### config.mk
export PLATFORM = sky130hd
export DESIGN_NAME = range_counter_ctrl
export DESIGN_NICKNAME = d
export VERILOG_FILES = /design/src/rtl/range_counter_ctrl.sv
export SDC_FILE = /design/constraint.sdc
export NUM_CORES = 1
export LEC_CHECK = 0
export CORE_AREA = 10 10 89 91
export DETAILED_ROUTE_END_ITERATION = 10
export DIE_AREA = 0 0 99 101
export PLACE_DENSITY = 0.72
export SETUP_SLACK_MARGIN = 0.02
export SYNTH_ARGS = -nofsm -noshare
export SYNTH_HDL_FRONTEND = slang
export SYNTH_SLANG_ARGS = --single-unit
### constraint.sdc
create_clock -name clk -period 3 [get_ports clk]
set_input_delay 0.6 -clock clk [delete_from_list [all_inputs] [get_ports clk]]
set_output_delay 0.6 -clock clk [all_outputs]
set_load 0.005 [all_outputs]
### src/rtl/range_counter_ctrl.sv
// Bounded up/down sweep counter: a configuration handshake latches [lo,hi], the direction and
// the sweep count; start then runs sweeps with pause/abort control and wrap/done pulses.
module range_counter_ctrl #(
    parameter int WIDTH  = 8,
    parameter int PASS_W = 4
) (
    input  logic              clk,
    input  logic              rst,
    input  logic              cfg_valid,
    output logic              cfg_ready,
    input  logic [WIDTH-1:0]  cfg_lo,
    input  logic [WIDTH-1:0]  cfg_hi,
    input  logic [PASS_W-1:0] cfg_passes,
    input  logic              cfg_down,
    input  logic              start,
    input  logic              pause,
    input  logic              abort,
    output logic [WIDTH-1:0]  count,
    output logic              busy,
    output logic              wrap,
    output logic              done,
    output logic              cfg_err
);

    typedef enum logic [1:0] {IDLE, ARMED, RUN, PAUSE} state_t;

    state_t             state_reg;
    logic [WIDTH-1:0]   count_reg;
    logic [WIDTH-1:0]   lo_reg;
    logic [WIDTH-1:0]   hi_reg;
    logic [PASS_W-1:0]  passes_reg;
    logic [PASS_W-1:0]  pass_cnt_reg;
    logic               down_reg;
    logic               busy_reg;
    logic               cfg_ready_reg;
    logic               wrap_reg;
    logic               done_reg;
    logic               cfg_err_reg;

    logic [WIDTH-1:0]   start_val;
    logic [WIDTH-1:0]   end_val;
    logic [WIDTH-1:0]   cfg_start_val;
    logic [PASS_W:0]    pass_cnt_inc;
    logic               cfg_ok;
    logic               sweeps_left;
    logic               out_of_range;

    assign start_val     = down_reg ? hi_reg : lo_reg;
    assign end_val       = down_reg ? lo_reg : hi_reg;
    assign cfg_start_val = cfg_down ? cfg_hi : cfg_lo;
    assign cfg_ok        = (cfg_lo <= cfg_hi);
    // One extra bit so pass_cnt + 1 cannot overflow before the comparison.
    assign pass_cnt_inc  = {1'b0, pass_cnt_reg} + {{PASS_W{1'b0}}, 1'b1};
    assign sweeps_left   = (passes_reg == '0) || (pass_cnt_inc < {1'b0, passes_reg});
    assign out_of_range  = (count_reg < lo_reg) || (count_reg > hi_reg);

    always_ff @(posedge clk) begin
        if (rst) begin
            state_reg     <= IDLE;
            count_reg     <= '0;
            lo_reg        <= '0;
            hi_reg        <= '0;
            passes_reg    <= '0;
            pass_cnt_reg  <= '0;
            down_reg      <= 1'b0;
            busy_reg      <= 1'b0;
            cfg_ready_reg <= 1'b1;
            wrap_reg      <= 1'b0;
            done_reg      <= 1'b0;
            cfg_err_reg   <= 1'b0;
        end else begin
            wrap_reg    <= 1'b0;
            done_reg    <= 1'b0;
            cfg_err_reg <= 1'b0;
            case (state_reg)
                IDLE, ARMED: begin
                    if (state_reg == ARMED && abort) begin
                        state_reg <= IDLE;
                    end else begin
                        // An accepted handshake is always acted on, even alongside start.
                        if (cfg_valid) begin
                            if (!cfg_ok) begin
                                cfg_err_reg <= 1'b1;
                            end else begin
                                lo_reg       <= cfg_lo;
                                hi_reg       <= cfg_hi;
                                passes_reg   <= cfg_passes;
                                down_reg     <= cfg_down;
                                count_reg    <= cfg_start_val;
                                pass_cnt_reg <= '0;
                                state_reg    <= ARMED;
                            end
                        end
                        if (state_reg == ARMED && start) begin
                            state_reg     <= RUN;
                            busy_reg      <= 1'b1;
                            cfg_ready_reg <= 1'b0;
                        end
                    end
                end
                RUN: begin
                    if (abort) begin
                        state_reg     <= IDLE;
                        busy_reg      <= 1'b0;
                        cfg_ready_reg <= 1'b1;
                    end else if (pause) begin
                        state_reg <= PAUSE;
                    end else if (out_of_range) begin
                        count_reg <= start_val;
                    end else if (count_reg == end_val) begin
                        if (sweeps_left) begin
                            count_reg <= start_val;
                            wrap_reg  <= 1'b1;
                            if (!(&pass_cnt_reg)) begin
                                pass_cnt_reg <= pass_cnt_reg + 1'b1;
                            end
                        end else begin
                            done_reg      <= 1'b1;
                            state_reg     <= IDLE;
                            busy_reg      <= 1'b0;
                            cfg_ready_reg <= 1'b1;
                        end
                    end else if (down_reg) begin
                        count_reg <= count_reg - 1'b1;
                    end else begin
                        count_reg <= count_reg + 1'b1;
                    end
                end
                PAUSE: begin
                    if (abort) begin
                        state_reg     <= IDLE;
                        busy_reg      <= 1'b0;
                        cfg_ready_reg <= 1'b1;
                    end else if (!pause) begin
                        state_reg <= RUN;
                    end
                end
                default: state_reg <= IDLE;
            endcase
        end
    end

    assign count     = count_reg;
    assign busy      = busy_reg;
    assign cfg_ready = cfg_ready_reg;
    assign wrap      = wrap_reg;
    assign done      = done_reg;
    assign cfg_err   = cfg_err_reg;

endmodule

==> summary.md <==
| Metric | Value |
|---|---|
| Status | `finished, final reports clean` |
| Sink Count | `40` |
| Detail Route Antenna Nets | `0` |
| IO buf count | `39` |
| Initial antenna violation count | `0` |
| Reg power frac | `37.2%` |
| Multi-input logic area | `0.00203 mm^2` |
| CP max-delay cell | `clkdlybuf4s50_1` |
| Synth area leaders | `dfxtp_1, ha_1, mux2i_1` |
| Cts bufs inserted | `5` |
| GRT Total Usage | `15.4%` |
| Via/cell ratio | `5.50` |
| Die ar. | `0.0100 mm^2` |
| Die height | `101 um` |
| Period utilization | `97.0%` |
| Comb pwr share | `36.3%` |
| Slowest cell delay on critical path | `480 ps` |
| DRC viols | `0` |
| WS Path Type | `primary input to flop` |
| CP max FO | `8` |
| Hold WC Path Type | `flop to flop` |
| Reg area | `802 um^2` |
| Inserted Diodes | `0` |
| Critical path depth in cells | `11` |
| Finish-stage setup viols | `0` |
| Vias in the first global route | `2793` |
| Synth Area per Inst | `8.22 um^2` |
| Required @ worst endpoint | `3230 ps` |
| CP Cell Sequence | `clkdlybuf4s50_1, inv_1, ha_1, a21o_1, a21o_1, a21oi_2, nor2_1, or3_4, a21o_4, or3_1, a21oi_2` |
| GP Congestion | `0.904` |
| Row count | `29` |
| Core Region | `0.00620 mm^2` |
| EDFF count, synth | `0` |
| H-tree depth | `2` |
| Fillcell total | `548` |
| Seq/Total Area, Yosys | `26.9%` |
| Pwr Total | `0.00164 W` |
| Synth-to-Final Area Change | `29.1%` |
| Top_reg_cell synth | `dfxtp_1` |
| DR vias | `2775` |
| Max Fclk | `344 MHz` |
| Slew HR | `59.5%` |
| Worst Setup End Kind | `flop` |
| Setup tns final | `0 ps` |
| Syn_nets | `423` |
| Max VDD drop | `0.327 mV` |
| CP delay by family, top | `compound AO/OA/AOI/OAI gates` |
| Power share of the clock group | `26.5%` |
| Design area | `0.00384 mm^2` |
| Int Pwr | `0.00112 W` |
| Cells after Synth | `362` |
| Least-Margin Pin Slew | `606 ps` |
| Boundary Pins | `40` |
| Clk slew on worst S/H paths | `80 ps` |
| Max-cap viol count | `0` |
| NetSw | `0.000524 W` |
| Buf+Inv Stages, Crit Path | `2` |
| Die Width | `99 um` |
| CTS tree | `yes` |
| Root Buffer | `clkbuf_8` |
| Synth Register Bits | `40` |
| Most frequent cells in the layout | `nor2_1, mux2i_1, dfxtp_1, clkdlybuf4s50_1, ha_1` |
| Initial core utilization | `48.0%` |
| Final HPWL DP | `6030 um` |
| Placed inst area | `0.00368 mm^2` |
| FFs w/ async S/R, synth | `0%` |
| Pins Over Slew Limit | `0` |
| Syn. warnings | `0` |
| Global-route wire length before repair | `12900 um` |
| Net Sw Frac | `31.9%` |
| Share of layout cells above drive strength 1 | `12.6%` |
| Leakage power total | `1.66 nW` |
| Clock insertion delay at the later pin of the skew report | `290 ps` |
| Iteration-0 DRC Markers | `160` |
| Total congestion overflow | `0` |
| Drt wl/cell | `15.0 um` |
| Number of distinct library cells after synthesis | `45` |
| Reg2reg path depth | `10` |
| Critical Path AT | `3140 ps` |
| Post-synth top area share | `26.9%` |
| Clock Tree Buf Depth | `2` |
| Hold depth | `2` |
| Power Density | `427 mW/mm^2` |
| Routed wire length | `7570 um` |
| Synthesized cell area | `0.00298 mm^2` |
| Clk_skew | `5.02 ps` |
| Post-synth top area cell | `dfxtp_1` |
| Hold Fails Final Rpt | `0` |
| Unrepaired setup endpoints after global routing | `no` |
| Critical Path Start Type | `primary input` |
| Post-route minimum period | `2910 ps` |
| Most common cell after layout, fill and taps aside | `nor2_1` |
| Maximum number of pins on one net before global-route repair | `24` |
| Initial DRT Pass Iterations | `4` |
| Final net count | `488` |
==> cell usage after synthesis, types with 3 or more instances <==
cell and n:
nor3_1 5, or3_1 3, nor2_1 49, nor4_1 3
nand3_1 7, xor2_1 3, nand3b_1 4, a21o_1 6
o21a_1 6, inv_1 32, xnor2_1 13, ha_1 33
mux2i_1 40, o21ai_0 10, nor2b_1 5, a211oi_1 5
nand2_1 15, dfxtp_1 40, a21oi_1 30, and3_1 3
clkbuf_1 13, nand4_1 7
==> cells by family after synthesis <==
kind of cell             Yosys count  synth area share [%]
AO/OA/AOI/OAI                     73                  15.3
AND/OR/NAND/NOR                  109                  17.8
buffers and inverters             48                  6.56
multiplexers                      42                  14.2
XOR/XNOR                          16                  4.71
adder cells (fa/ha/maj)           34                  14.5
flip-flops                        40                  26.9
==> worst register-to-register path: stages (launching register included) <==
cell and delay [ps]:
dfxtp_1 440, ha_1 300, ha_1 280, a21boi_0 120, o21a_1 180, o21ai_1 150, a21oi_2 110, or4b_1 490
a21o_4 230, or3_1 330, a21oi_2 140
==> worst paths after layout <==
path | start | slack, ps | endpoint
max reg2reg | pass_cnt_reg[0]$_SDFFE_PP0P_ | 180 | pass_cnt_reg[0]$_SDFFE_PP0P_
min | busy$_SDFFE_PP0P_ | 480 | busy$_SDFFE_PP0P_
min reg2reg | busy$_SDFFE_PP0P_ | 480 | busy$_SDFFE_PP0P_
max | cfg_hi[5] | 90 | pass_cnt_reg[0]$_SDFFE_PP0P_
==> stage by stage <==
step / hold slack (ps) / utilization [%] / std cells / setup slack (ps)
finish: 478 / 61.9 / 505 / 91.0
CTS: 481 / 61.1 / 504 / 32.3
global placement: 462 / 59.3 / 496 / -271
detailed placement: 466 / 59.3 / 496 / -361
floorplan: 461 / - / 362 / 124
global route: 508 / 61.9 / 505 / 11.5
==> per-layer routing <==
metal | vias to the layer above | share of wire [%] | track usage [%]
li1 | 1408 | - | -
met1 | 1294 | 45 | 18.6
met2 | 60 | 48 | 25.7
met3 | 13 | 5.1 | 3.70
met4 | 0 | 1.8 | 5.62
met5 | - | 0 | 0
==> power by group through the flow <==
stage	combinational [W]	clock, W	sequential (W)
detailed placement	0.000581	0	0.000623
global placement	0.000564	0	0.000623
finish	0.000596	0.000436	0.000611
CTS	0.000587	0.000447	0.000610
global route	0.000662	0.000461	0.000619
floorplan	0.000365	0	0.000611
==> final cells by class <==
cell class | instances | share of cell area, %
clock buffers | 6 | 1.89
clock inverters | 2 | 0.912
inverters | 33 | 3.22
multi-input cells | 274 | 52.7
flip-flops and latches | 40 | 20.9
well taps | 77 | 2.51
repair buffers | 73 | 17.9
==> timing repair <==
action                     in CTS  in global routing
pin swaps                       0                  4
setup endpoints to repair       6                  7
setup buffers                   0                  1
gates resized for setup         1                 12
hold buffers                    0                  0
No activity file was read; power rests on OpenSTA's default activity.
